===== config.mk =====
export PLATFORM = sky130hd
export DESIGN_NAME = mips_cpu_mem_arbiter_flat
export DESIGN_NICKNAME = d
export VERILOG_FILES = /design/src/rtl/mips_cpu_mem_arbiter_if.sv /design/src/rtl/mips_cpu_mem_arbiter.sv /design/src/flat_wrapper.sv
export SDC_FILE = /design/constraint.sdc
export NUM_CORES = 1
export LEC_CHECK = 0
export ABC_AREA = 1
export CORE_AREA = 2 2 129 100
export CTS_BUF_LIST = sky130_fd_sc_hd__clkbuf_4 sky130_fd_sc_hd__clkbuf_8
export DETAILED_ROUTE_END_ITERATION = 10
export DIE_AREA = 0 0 131 102
export PLACE_DENSITY = 0.85
export SLEW_MARGIN = 20
export SYNTH_ARGS = -nofsm -noshare
export SYNTH_HDL_FRONTEND = slang
export SYNTH_SLANG_ARGS = --single-unit

===== constraint.sdc =====
create_clock -name clk -period 2.1 [get_ports clk]
set_clock_uncertainty 0.15 [all_clocks]
set_input_delay 0.42 -clock clk [delete_from_list [all_inputs] [get_ports clk]]
set_output_delay 0.42 -clock clk [all_outputs]
set_load 0.01 [all_outputs]

===== src/rtl/mips_cpu_mem_arbiter_if.sv =====
// Requester-side and Avalon-MM-side signals of the I/D memory arbiter.
// The slave modport is the arbiter's view; master is the CPU/memory environment.
interface mips_cpu_mem_arbiter_if #(
  parameter int ADDR_W = 32,
  parameter int DATA_W = 32
);
  logic                  i_req;
  logic [ADDR_W-1:0]     i_addr;
  logic [DATA_W-1:0]     i_rdata;
  logic                  i_ack;
  logic                  d_req;
  logic                  d_write;
  logic [ADDR_W-1:0]     d_addr;
  logic [DATA_W-1:0]     d_wdata;
  logic [DATA_W/8-1:0]   d_be;
  logic [DATA_W-1:0]     d_rdata;
  logic                  d_ack;
  logic [ADDR_W-1:0]     avm_address;
  logic                  avm_read;
  logic                  avm_write;
  logic [DATA_W-1:0]     avm_writedata;
  logic [DATA_W/8-1:0]   avm_byteenable;
  logic                  avm_waitrequest;
  logic [DATA_W-1:0]     avm_readdata;

  modport slave (
    input  i_req, i_addr, d_req, d_write, d_addr, d_wdata, d_be,
           avm_waitrequest, avm_readdata,
    output i_rdata, i_ack, d_rdata, d_ack,
           avm_address, avm_read, avm_write, avm_writedata, avm_byteenable
  );

  modport master (
    output i_req, i_addr, d_req, d_write, d_addr, d_wdata, d_be,
           avm_waitrequest, avm_readdata,
    input  i_rdata, i_ack, d_rdata, d_ack,
           avm_address, avm_read, avm_write, avm_writedata, avm_byteenable
  );
endinterface


===== src/rtl/mips_cpu_mem_arbiter.sv =====
// Shares one Avalon-MM master between instruction fetch and data access.
// MIPS_CPU_ARB_ROUND_ROBIN_EN: alternate priority on contention (default: D over I).
module mips_cpu_mem_arbiter #(
  parameter int ADDR_W = 32,
  parameter int DATA_W = 32
) (
  input  logic                  clk,
  input  logic                  reset,
  mips_cpu_mem_arbiter_if.slave bus
);

  typedef enum logic [1:0] {IDLE, BUSY_I, BUSY_D} state_t;
  state_t state;

  logic i_elig, d_elig, grant_d;

  // A requester still sees its ack this cycle; ignoring it avoids a re-issue.
  assign i_elig = bus.i_req & ~bus.i_ack;
  assign d_elig = bus.d_req & ~bus.d_ack;

`ifdef MIPS_CPU_ARB_ROUND_ROBIN_EN
  logic last_d;
  assign grant_d = d_elig & (~i_elig | ~last_d);
`else
  assign grant_d = d_elig;
`endif

  always_ff @(posedge clk) begin
    if (reset) begin
      state              <= IDLE;
      bus.avm_read       <= 1'b0;
      bus.avm_write      <= 1'b0;
      bus.avm_address    <= '0;
      bus.avm_writedata  <= '0;
      bus.avm_byteenable <= '0;
      bus.i_ack          <= 1'b0;
      bus.d_ack          <= 1'b0;
      bus.i_rdata        <= '0;
      bus.d_rdata        <= '0;
`ifdef MIPS_CPU_ARB_ROUND_ROBIN_EN
      last_d             <= 1'b0;
`endif
    end else begin
      bus.i_ack <= 1'b0;
      bus.d_ack <= 1'b0;
      case (state)
        IDLE: begin
          if (grant_d) begin
            bus.avm_address    <= {bus.d_addr[ADDR_W-1:2], 2'b00};
            bus.avm_read       <= ~bus.d_write;
            bus.avm_write      <= bus.d_write;
            bus.avm_writedata  <= bus.d_wdata;
            bus.avm_byteenable <= bus.d_be;
            state              <= BUSY_D;
`ifdef MIPS_CPU_ARB_ROUND_ROBIN_EN
            last_d             <= 1'b1;
`endif
          end else if (i_elig) begin
            bus.avm_address    <= {bus.i_addr[ADDR_W-1:2], 2'b00};
            bus.avm_read       <= 1'b1;
            bus.avm_write      <= 1'b0;
            bus.avm_byteenable <= '1;
            state              <= BUSY_I;
`ifdef MIPS_CPU_ARB_ROUND_ROBIN_EN
            last_d             <= 1'b0;
`endif
          end
        end
        BUSY_I: begin
          if (!bus.avm_waitrequest) begin
            bus.avm_read <= 1'b0;
            bus.i_rdata  <= bus.avm_readdata;
            bus.i_ack    <= 1'b1;
            state        <= IDLE;
          end
        end
        BUSY_D: begin
          if (!bus.avm_waitrequest) begin
            if (bus.avm_read) bus.d_rdata <= bus.avm_readdata;
            bus.avm_read  <= 1'b0;
            bus.avm_write <= 1'b0;
            bus.d_ack     <= 1'b1;
            state         <= IDLE;
          end
        end
        default: state <= IDLE;
      endcase
    end
  end

endmodule


===== src/flat_wrapper.sv =====
// flat-port wrapper written by rule: the top's interface ports become plain ports
module mips_cpu_mem_arbiter_flat 
#(
  parameter int ADDR_W = 32,
  parameter int DATA_W = 32
)
  (clk, reset, bus_i_req, bus_i_addr, bus_d_req, bus_d_write, bus_d_addr, bus_d_wdata, bus_d_be, bus_avm_waitrequest, bus_avm_readdata, bus_i_rdata, bus_i_ack, bus_d_rdata, bus_d_ack, bus_avm_address, bus_avm_read, bus_avm_write, bus_avm_writedata, bus_avm_byteenable);
  mips_cpu_mem_arbiter_if #(.ADDR_W(ADDR_W), .DATA_W(DATA_W)) bus_i ();
  input  logic clk;
  input  logic reset;
  input wire logic [$bits(bus_i.i_req)-1:0] bus_i_req;
  input wire logic [$bits(bus_i.i_addr)-1:0] bus_i_addr;
  input wire logic [$bits(bus_i.d_req)-1:0] bus_d_req;
  input wire logic [$bits(bus_i.d_write)-1:0] bus_d_write;
  input wire logic [$bits(bus_i.d_addr)-1:0] bus_d_addr;
  input wire logic [$bits(bus_i.d_wdata)-1:0] bus_d_wdata;
  input wire logic [$bits(bus_i.d_be)-1:0] bus_d_be;
  input wire logic [$bits(bus_i.avm_waitrequest)-1:0] bus_avm_waitrequest;
  input wire logic [$bits(bus_i.avm_readdata)-1:0] bus_avm_readdata;
  output wire logic [$bits(bus_i.i_rdata)-1:0] bus_i_rdata;
  output wire logic [$bits(bus_i.i_ack)-1:0] bus_i_ack;
  output wire logic [$bits(bus_i.d_rdata)-1:0] bus_d_rdata;
  output wire logic [$bits(bus_i.d_ack)-1:0] bus_d_ack;
  output wire logic [$bits(bus_i.avm_address)-1:0] bus_avm_address;
  output wire logic [$bits(bus_i.avm_read)-1:0] bus_avm_read;
  output wire logic [$bits(bus_i.avm_write)-1:0] bus_avm_write;
  output wire logic [$bits(bus_i.avm_writedata)-1:0] bus_avm_writedata;
  output wire logic [$bits(bus_i.avm_byteenable)-1:0] bus_avm_byteenable;
  assign bus_i.i_req = bus_i_req;
  assign bus_i.i_addr = bus_i_addr;
  assign bus_i.d_req = bus_d_req;
  assign bus_i.d_write = bus_d_write;
  assign bus_i.d_addr = bus_d_addr;
  assign bus_i.d_wdata = bus_d_wdata;
  assign bus_i.d_be = bus_d_be;
  assign bus_i.avm_waitrequest = bus_avm_waitrequest;
  assign bus_i.avm_readdata = bus_avm_readdata;
  assign bus_i_rdata = bus_i.i_rdata;
  assign bus_i_ack = bus_i.i_ack;
  assign bus_d_rdata = bus_i.d_rdata;
  assign bus_d_ack = bus_i.d_ack;
  assign bus_avm_address = bus_i.avm_address;
  assign bus_avm_read = bus_i.avm_read;
  assign bus_avm_write = bus_i.avm_write;
  assign bus_avm_writedata = bus_i.avm_writedata;
  assign bus_avm_byteenable = bus_i.avm_byteenable;
  mips_cpu_mem_arbiter #(.ADDR_W(ADDR_W), .DATA_W(DATA_W)) u_core (.clk(clk), .reset(reset), .bus(bus_i));
endmodule

### Word-level counts from Yosys, hierarchy flattened

Index checks and enable logic that the tools add are counted.

| storage, ports and cells | value |
|---|---|
| register bits | 138 |
| word-level logic and storage cells | 53 |

| cells by class | value |
|---|---|
| equal/unequal tests | 5 |
| muxes and demuxes | 16 |
| bitwise logic cells | 8 |
| reduce and logical (&&, ||, !) cells | 14 |

Operators with widths:

| cell | number |
|---|---|
| $mux 32 | 2 |
| $reduce_and 3->1 | 3 |
| $mux 4 | 2 |
| $reduce_and 2->1 | 4 |
| $mux 1 | 6 |
| $mux 2 | 3 |
| $not 1->1 | 6 |
| $reduce_bool 2->1 | 3 |
| $reduce_or 2->1 | 3 |
| $ne 2x2->1 const B | 2 |
| $pmux 1 s2 | 2 |
| $pmux 2 s2 | 1 |
| $ne 3x1->1 const B | 1 |
| $and 1x1->1 | 2 |
| $eq 2x1->1 const B | 1 |
| $eq 2x2->1 const B | 1 |
| $logic_not 2->1 | 1 |

### Longest topological paths before layout

Gate-level depths: netlist of the first run.

| logic depth | value |
|---|---|
| depth after elaboration | 5 |
| depth in mapped cells | 8 |

### Worst setup path before layout of the first run

OpenSTA, ideal clock, no wires.

| timing path | value |
|---|---|
| kind | register to register |
| from | reg u_core.state[0] |
| to | reg u_core.bus.avm_writedata[18] (netlist bit) |
| library setup time | 0.065 ns |
| arrival time | 1.233 ns |
| data required time | 1.885 ns |
| setup slack | 0.652 ns |
| stages on the path, launching flop included | 9 |
| buffers on the path | 1 |
| period minus slack after synthesis | 1.448 ns |
| cells stage by stage | dfxtp_1 -> inv_1 -> ha_1 -> inv_1 -> nor2_4 -> inv_2 -> buf_2 -> nor2_1 -> nor2_1 |

| between the ends | value |
|---|---|
| word-level cells in the longest chain between the ends | 2 |

RTL lines:

| item | line | text |
|---|---|---|
| start: declaration | mips_cpu_mem_arbiter.sv:13 | `state_t state;` |
| start signal: assignment | mips_cpu_mem_arbiter.sv:30 | `state <= IDLE;` |
| start signal: assignment | mips_cpu_mem_arbiter.sv:54 | `state <= BUSY_D;` |
| start signal: assignment | mips_cpu_mem_arbiter.sv:63 | `state <= BUSY_I;` |
| $logic_not 2->1 | mips_cpu_mem_arbiter.sv:46 | `case (state)` |
| $reduce_and 2->1 (no source line) | n/a |  |
| end signal: assignment | mips_cpu_mem_arbiter.sv:52 | `bus.avm_writedata <= bus.d_wdata;` |
| end: declaration | mips_cpu_mem_arbiter_if.sv:30 | `avm_address, avm_read, avm_write, avm_writedata, avm_byteenable` |

Every way passes these cells.
A chain may end at the register's enable or synchronous reset.

### Final worst setup path of the first run

| timing path | value |
|---|---|
| from | reg u_core.bus.avm_read |
| to | out bus_avm_read |

RTL lines:

| item | line | text |
|---|---|---|
| start: declaration | mips_cpu_mem_arbiter_if.sv:30 |  |
| start signal: assignment | mips_cpu_mem_arbiter.sv:50 | `bus.avm_read <= ~bus.d_write;` |
| end: declaration | flat_wrapper.sv:25 | `output wire logic [$bits(bus_i.avm_read)-1:0] bus_avm_read;` |

No word-level cell between the ends.

==> results of run 1 <==
## worst max-delay path by stage
stage                   startpoint                      endpoint  slack [ns]  depth (start not counted)
2_1_floorplan      u_core.state[0]  u_core.bus.avm_writedata[18]        0.65                          8
3_3_place_gp             bus_d_req  u_core.bus.avm_byteenable[0]        0.04                          6
3_5_place_dp             bus_d_req  u_core.bus.avm_byteenable[0]      -0.008                          6
4_1_cts        u_core.bus.avm_read                  bus_avm_read        0.12                          1
5_1_grt            u_core.state[0]  u_core.bus.avm_byteenable[0]        0.04                          7
6_report       u_core.bus.avm_read                  bus_avm_read        0.17                          1
## layout make-up
class,count,area [um2]
repair buffers,278,2820
clock buffers,18,248
flip-flops and latches,136,2720
multi-input cells,485,2110
well taps,166,208
clock inverters,14,211
inverters,47,176
fillers,974,3550
## cell usage after synthesis (all sizes together)
master / instances
nand2: 104
buf: 23
nor2: 201
nand3: 5
ha: 4
o21ai: 132
dfxtp: 136
clkbuf: 23
conb: 1
inv: 47
a21oi: 36
nand4: 1
## logic make-up (layout without fill, tap and decap cells)
logic type,after synthesis,after routing,share of synthesized area [%]
buffers and inverters,93,357,7.42
AND/OR/NAND/NOR,311,311,23.0
flip-flops,136,136,52.2
AO/OA/AOI/OAI,168,168,16.4
other,1,2,0.0720
adder cells (fa/ha/maj),4,4,0.960
## report_power, final
group / internal, W / switching (W)
clock: 0.00137 / 0.00112
combinational: 0.000997 / 0.000925
sequential: 0.00290 / 0.000157
total: 0.00526 / 0.00220
## layer usage
layer	vias to the layer above	share of wire (%)	GRT usage [%]
met5	-	0	0
met3	34	9.2	9.37
li1	2755	-	-
met1	2436	41	26.3
met2	208	47	39.2
met4	0	2.6	8.59
## flip-flops by register name, summed over array words and instances, names as in the netlist
signal / flops
u_core.bus.d_rdata: 32
u_core.state: 2
u_core.bus.i_rdata: 32
u_core.bus.avm_write: 1
u_core.bus.d_ack: 1
u_core.bus.i_ack: 1
u_core.bus.avm_writedata: 32
u_core.bus.avm_byteenable: 4
u_core.bus.avm_address: 30
u_core.bus.avm_read: 1
## through the flow
step	setup slack (ns)	cells	utilization (%)	setup TNS (ns)	cell area [um2]
CTS	0.123	1144	70.5	0	8490
finish	0.169	1144	70.5	0	8490
floorplan	0.652	714	-	0	5220
detailed placement	-0.00775	1112	66.7	-0.00775	8030
global route	0.0373	1144	70.5	0	8490
global placement	0.0446	1112	66.7	0	8030
==> results.sh, run 1 <==
export IMPL_status="complete, no violations"
export IMPL_endpoint_kind="output pin"
export IMPL_most_common_layout_cells="clkdlybuf4s50_1, nor2_1, dfxtp_1"
export IMPL_slowest_delay_ns=0.58
export IMPL_cp_buffers_inverters=1
export IMPL_grt_pass1_wl_um=24400
export IMPL_r2r_setup_slack_ns=0.25
export IMPL_track_usage_pct=23.1
export IMPL_worstSetupPathType="reg2out"
export IMPL_avgSynthCellArea_um2=7.31
export IMPL_ant_nets=0
export IMPL_cpLargestDelayFamily="buffers and inverters"
export IMPL_antenna_found_initial=0
export IMPL_worstSkewPairLatency_ns=0.43
export IMPL_pwr_density_cell_nw_per_um2=879
export IMPL_htreeDepth=4
export IMPL_overflow=0
export IMPL_ir_drop_mv=0.561
export IMPL_cts_resized=0
export IMPL_r2r_end="u_core.bus.avm_byteenable[0]"
export IMPL_grt_max_degree=94
export IMPL_timing_rr_start="u_core.state[0]"
export IMPL_cts_tree="yes"
export IMPL_tightest_slew_ns=0.573
export IMPL_hold_path_class="reg2reg"
export IMPL_start_util_pct=43.3
export IMPL_die_y_um=102
export IMPL_period_share_pct=92.0
export IMPL_route_detailed_drc=0
export IMPL_synth_largest_area_cell="dfxtp_1"
export IMPL_hold_start="u_core.bus.d_rdata[5]"
export IMPL_total_power_w=0.00746
export IMPL_cts_root_buf="clkbuf_8"
export IMPL_gp_congestion=0.827
export IMPL_wl_per_cell_um=13.7
export IMPL_max_cap_viol_count=0
export IMPL_netlist_instances=713
export IMPL_hold_path_cell_count=2
export IMPL_path_cells="clkdlybuf4s50_1"
export IMPL_io_pins=274
export IMPL_via_per_inst=4.75
export IMPL_area_delta_synth_final_pct=62.9
export IMPL_synth_area_leaders="dfxtp_1, nor2_1, o21ai_0"
export IMPL_drtPass1Iterations=4
export IMPL_dieArea_um2=13400
export IMPL_n_antenna_cell=0
export IMPL_synth_cell_types=21
export IMPL_core_um2=12000
export IMPL_clk_pin_slew_worst_paths_ns=0.08
export IMPL_clock_path_buffers=2
export IMPL_drtIter0Drc=322
export IMPL_period_needed_ns=1.93
export IMPL_post_cts_buffers=0
export IMPL_timing_hold_ws_ns=0.295
export IMPL_io_buffers=267
export IMPL_hpwl_um=11100
export IMPL_rr_worst_depth=7
export IMPL_synth_top_area_share_pct=52.2
export IMPL_rsz0062_at_grt="no"
export IMPL_clock_sinks=136
export IMPL_path_max_fanout=3
export IMPL_ys_seq_area_share_pct=52.2
export IMPL_route_vias_total=5433
export IMPL_synth_seq_cells=136
export IMPL_cts_buffers=17
export IMPL_layout_drive_gt1_share_pct=5.32
export IMPL_synth_area_um2=5210
export IMPL_slowest_stage="clkdlybuf4s50_1"
export IMPL_die_x_um=131
export IMPL_layout_commonest_cell="clkdlybuf4s50_1"
export IMPL_drv_slew=0
export IMPL_grt_pass1_vias=5187
export IMPL_routed_wirelength_um=15700
export IMPL_setup_viol=0
export IMPL_holdPathEnd="u_core.bus.d_rdata[5]"
export IMPL_slew_headroom_pct=61.8
export IMPL_ys_warn_count=0
export IMPL_p_leak_nw=3.43
export IMPL_start_kind="flip-flop"
export IMPL_hold_violations=0
export IMPL_fmaxAchievable_mhz=518
export IMPL_cts_hold_buffers=0
export IMPL_crit_arrival_ns=1.36
export IMPL_fp_row_count=35
export IMPL_final_nets=1107
export IMPL_crit_required_ns=1.53
Power figures use the tool's default switching activity.
==> run 2: changes to the inputs <==
--- a/config.mk
+++ b/config.mk
@@ -6,11 +6,10 @@
 export NUM_CORES = 1
 export LEC_CHECK = 0
 export ABC_AREA = 1
-export CORE_AREA = 2 2 129 100
-export CTS_BUF_LIST = sky130_fd_sc_hd__clkbuf_4 sky130_fd_sc_hd__clkbuf_8
+export CORE_AREA = 3 3 132 102
 export DETAILED_ROUTE_END_ITERATION = 10
-export DIE_AREA = 0 0 131 102
-export PLACE_DENSITY = 0.85
+export DIE_AREA = 0 0 135 105
+export PLACE_DENSITY = 0.83
 export SLEW_MARGIN = 20
 export SYNTH_ARGS = -nofsm -noshare
 export SYNTH_HDL_FRONTEND = slang
==> results.sh, run 2 (synthesized netlist as in run 1, its figures left out) <==
export IMPL_status="complete, no violations"
export IMPL_p_int_w=0.00573
export IMPL_timing_rr_start="u_core.state[0]"
export IMPL_pwr_density_cell_nw_per_um2=922
export IMPL_period_needed_ns=1.92
export IMPL_cpLargestDelayFamily="buffers and inverters"
export IMPL_cts_root_buf="clkbuf_16"
export IMPL_p_leak_nw=3.49
export IMPL_crit_arrival_ns=1.35
export IMPL_slowest_delay_ns=0.58
export IMPL_slew_headroom_pct=62.1
export IMPL_fmaxAchievable_mhz=521
export IMPL_grt_busiest_layer="met2"
export IMPL_tightest_slew_ns=0.568
export IMPL_start_util_pct=42.7
export IMPL_io_pins=274
export IMPL_hold_path_class="reg2reg"
export IMPL_cts_resized=0
export IMPL_switching_power_w=0.00223
export IMPL_drv_slew=0
export IMPL_drtPass1Iterations=5
export IMPL_final_setup_tns_ns=0
export IMPL_clock_sinks=136
export IMPL_dieArea_um2=14200
export IMPL_cts_buffers=17
export IMPL_layout_drive_gt1_share_pct=5.12
export IMPL_area_delta_synth_final_pct=65.7
export IMPL_cts_tree="yes"
export IMPL_period_share_pct=91.4
export IMPL_grt_pass1_vias=5112
export IMPL_cp_buffers_inverters=1
export IMPL_path_cells="clkdlybuf4s50_1"
export IMPL_rsz0062_at_grt="no"
export IMPL_n_antenna_cell=0
export IMPL_worstSkewPairLatency_ns=0.40
export IMPL_placed_cells=1111
export IMPL_use_met2_pct=37.9
export IMPL_htreeDepth=4
export IMPL_grt_pass1_wl_um=25100
export IMPL_antenna_found_initial=0
export IMPL_start_kind="flip-flop"
export IMPL_largest_registers="u_core.bus.avm_writedata x32, u_core.bus.d_rdata x32, u_core.bus.i_rdata x32"
export IMPL_worst_path_stages=1
export IMPL_grt_met3_usage_pct=10.7
export IMPL_fin_ws_ns=0.180
export IMPL_post_place_ws_ns=0.0931
export IMPL_regArea_um2=2720
export IMPL_instances_no_fill=1143
export IMPL_hold_violations=0
export IMPL_slowest_stage="clkdlybuf4s50_1"
export IMPL_combPwrFrac_pct=24.3
export IMPL_routed_wirelength_um=16000
export IMPL_fillerInstances=1007
export IMPL_netSwitchingFraction_pct=28.0
export IMPL_r2r_setup_slack_ns=0.27
export IMPL_track_usage_pct=22.1
export IMPL_p_seq_share_pct=38.4
export IMPL_wl_per_cell_um=14.0
export IMPL_grt_use_met1_pct=24.1
export IMPL_drtIter0Drc=292
export IMPL_fp_row_count=35
export IMPL_grt_max_degree=71
export IMPL_clk_pin_slew_worst_paths_ns=0.06
export IMPL_die_y_um=105
export IMPL_path_max_fanout=3
export IMPL_clock_path_buffers=2
export IMPL_final_nets=1106
export IMPL_rr_worst_depth=7
export IMPL_most_common_layout_cells="clkdlybuf4s50_1, nor2_1, dfxtp_1"
export IMPL_ant_nets=0
export IMPL_hpwl_um=11200
export IMPL_holdPathEnd="u_core.bus.d_rdata[25]"
export IMPL_multi_input_area_um2=2110
export IMPL_route_vias_total=5304
export IMPL_post_cts_buffers=0
export IMPL_endpoint_kind="output pin"
export IMPL_hold_path_cell_count=2
export IMPL_p_clk_share_pct=37.3
export IMPL_cts_hold_buffers=0
export IMPL_hold_start="u_core.bus.d_rdata[25]"
export IMPL_max_cap_viol_count=0
export IMPL_r2r_end="u_core.bus.avm_byteenable[2]"
export IMPL_crit_required_ns=1.53
export IMPL_setup_viol=0
export IMPL_ir_drop_mv=0.692
export IMPL_overflow=0
export IMPL_layout_commonest_cell="clkdlybuf4s50_1"
export IMPL_core_um2=12200
export IMPL_gp_congestion=0.763
export IMPL_via_per_inst=4.64
export IMPL_cp_startpoint="u_core.bus.avm_read"
export IMPL_die_x_um=135
export IMPL_worstSetupPathType="reg2out"
export IMPL_route_detailed_drc=0
export IMPL_io_buffers=267
-- run 2: how the worst max path moves through the flow --
| stage | slack, ns | endpoint |
|---|---|---|
| floorplan | 0.65 | u_core.bus.avm_writedata[18] |
| global placement | 0.12 | u_core.bus.avm_byteenable[1] |
| detailed placement | 0.09 | u_core.bus.avm_byteenable[0] |
| CTS | 0.15 | bus_avm_read |
| global route | 0.08 | u_core.bus.avm_byteenable[0] |
| finish | 0.18 | bus_avm_read |
-- run 2: worst reg2reg max path: stages, from the launching register on --
cell and delay [ns]:
dfxtp_1 0.36, inv_1 0.09, ha_1 0.21, inv_1 0.19, nor2_4 0.08, inv_2 0.43
o21ai_0 0.16, nor2_1 0.10
-- run 2: stage by stage --
| stage | power [W] | util [%] | cell area [um2] | hold WS (ns) |
|---|---|---|---|---|
| 2_1_floorplan | 0.00396 | - | 5220 | 0.316 |
| 3_3_place_gp | 0.00501 | 65.8 | 8040 | 0.280 |
| 3_5_place_dp | 0.00504 | 65.8 | 8040 | 0.284 |
| 4_1_cts | 0.00804 | 70.7 | 8630 | 0.293 |
| 5_1_grt | 0.00836 | 70.7 | 8630 | 0.311 |
| 6_report | 0.00796 | 70.7 | 8630 | 0.291 |
-- run 2: layer usage --
metal	wire length (um)	vias to the layer above	share of wire, %
li1	-	2757	-
met1	6420	2340	40
met2	7760	190	48
met3	1660	17	10
met4	209	0	1.3
met5	0	-	0
-- run 2: cell type report --
type | count | share of cell area [%]
timing repair buffer | 277 | 32.7
clock buffer | 20 | 5.29
tap | 166 | 2.41
clock inverter | 12 | 1.64
sequential | 136 | 31.5
multi-input combinational | 485 | 24.4
inverter | 47 | 2.04
-- run 2: power groups by stage --
stage	logic, W	registers, W	clock network [W]
2_1_floorplan	0.000708	0.00325	0
3_3_place_gp	0.00192	0.00309	0
3_5_place_dp	0.00194	0.00310	0
4_1_cts	0.00195	0.00305	0.00304
5_1_grt	0.00213	0.00309	0.00315
6_report	0.00193	0.00305	0.00297
==> run 3: changes to the inputs <==
--- a/config.mk
+++ b/config.mk
@@ -10,7 +10,8 @@
 export DETAILED_ROUTE_END_ITERATION = 10
 export DIE_AREA = 0 0 135 105
 export PLACE_DENSITY = 0.83
-export SLEW_MARGIN = 20
+export SKIP_LAST_GASP = 1
+export SLEW_MARGIN = 30
 export SYNTH_ARGS = -nofsm -noshare
 export SYNTH_HDL_FRONTEND = slang
 export SYNTH_SLANG_ARGS = --single-unit
==> results of run 3 <==
The final DEF is identical to that of run 2; final timing and power are the same.
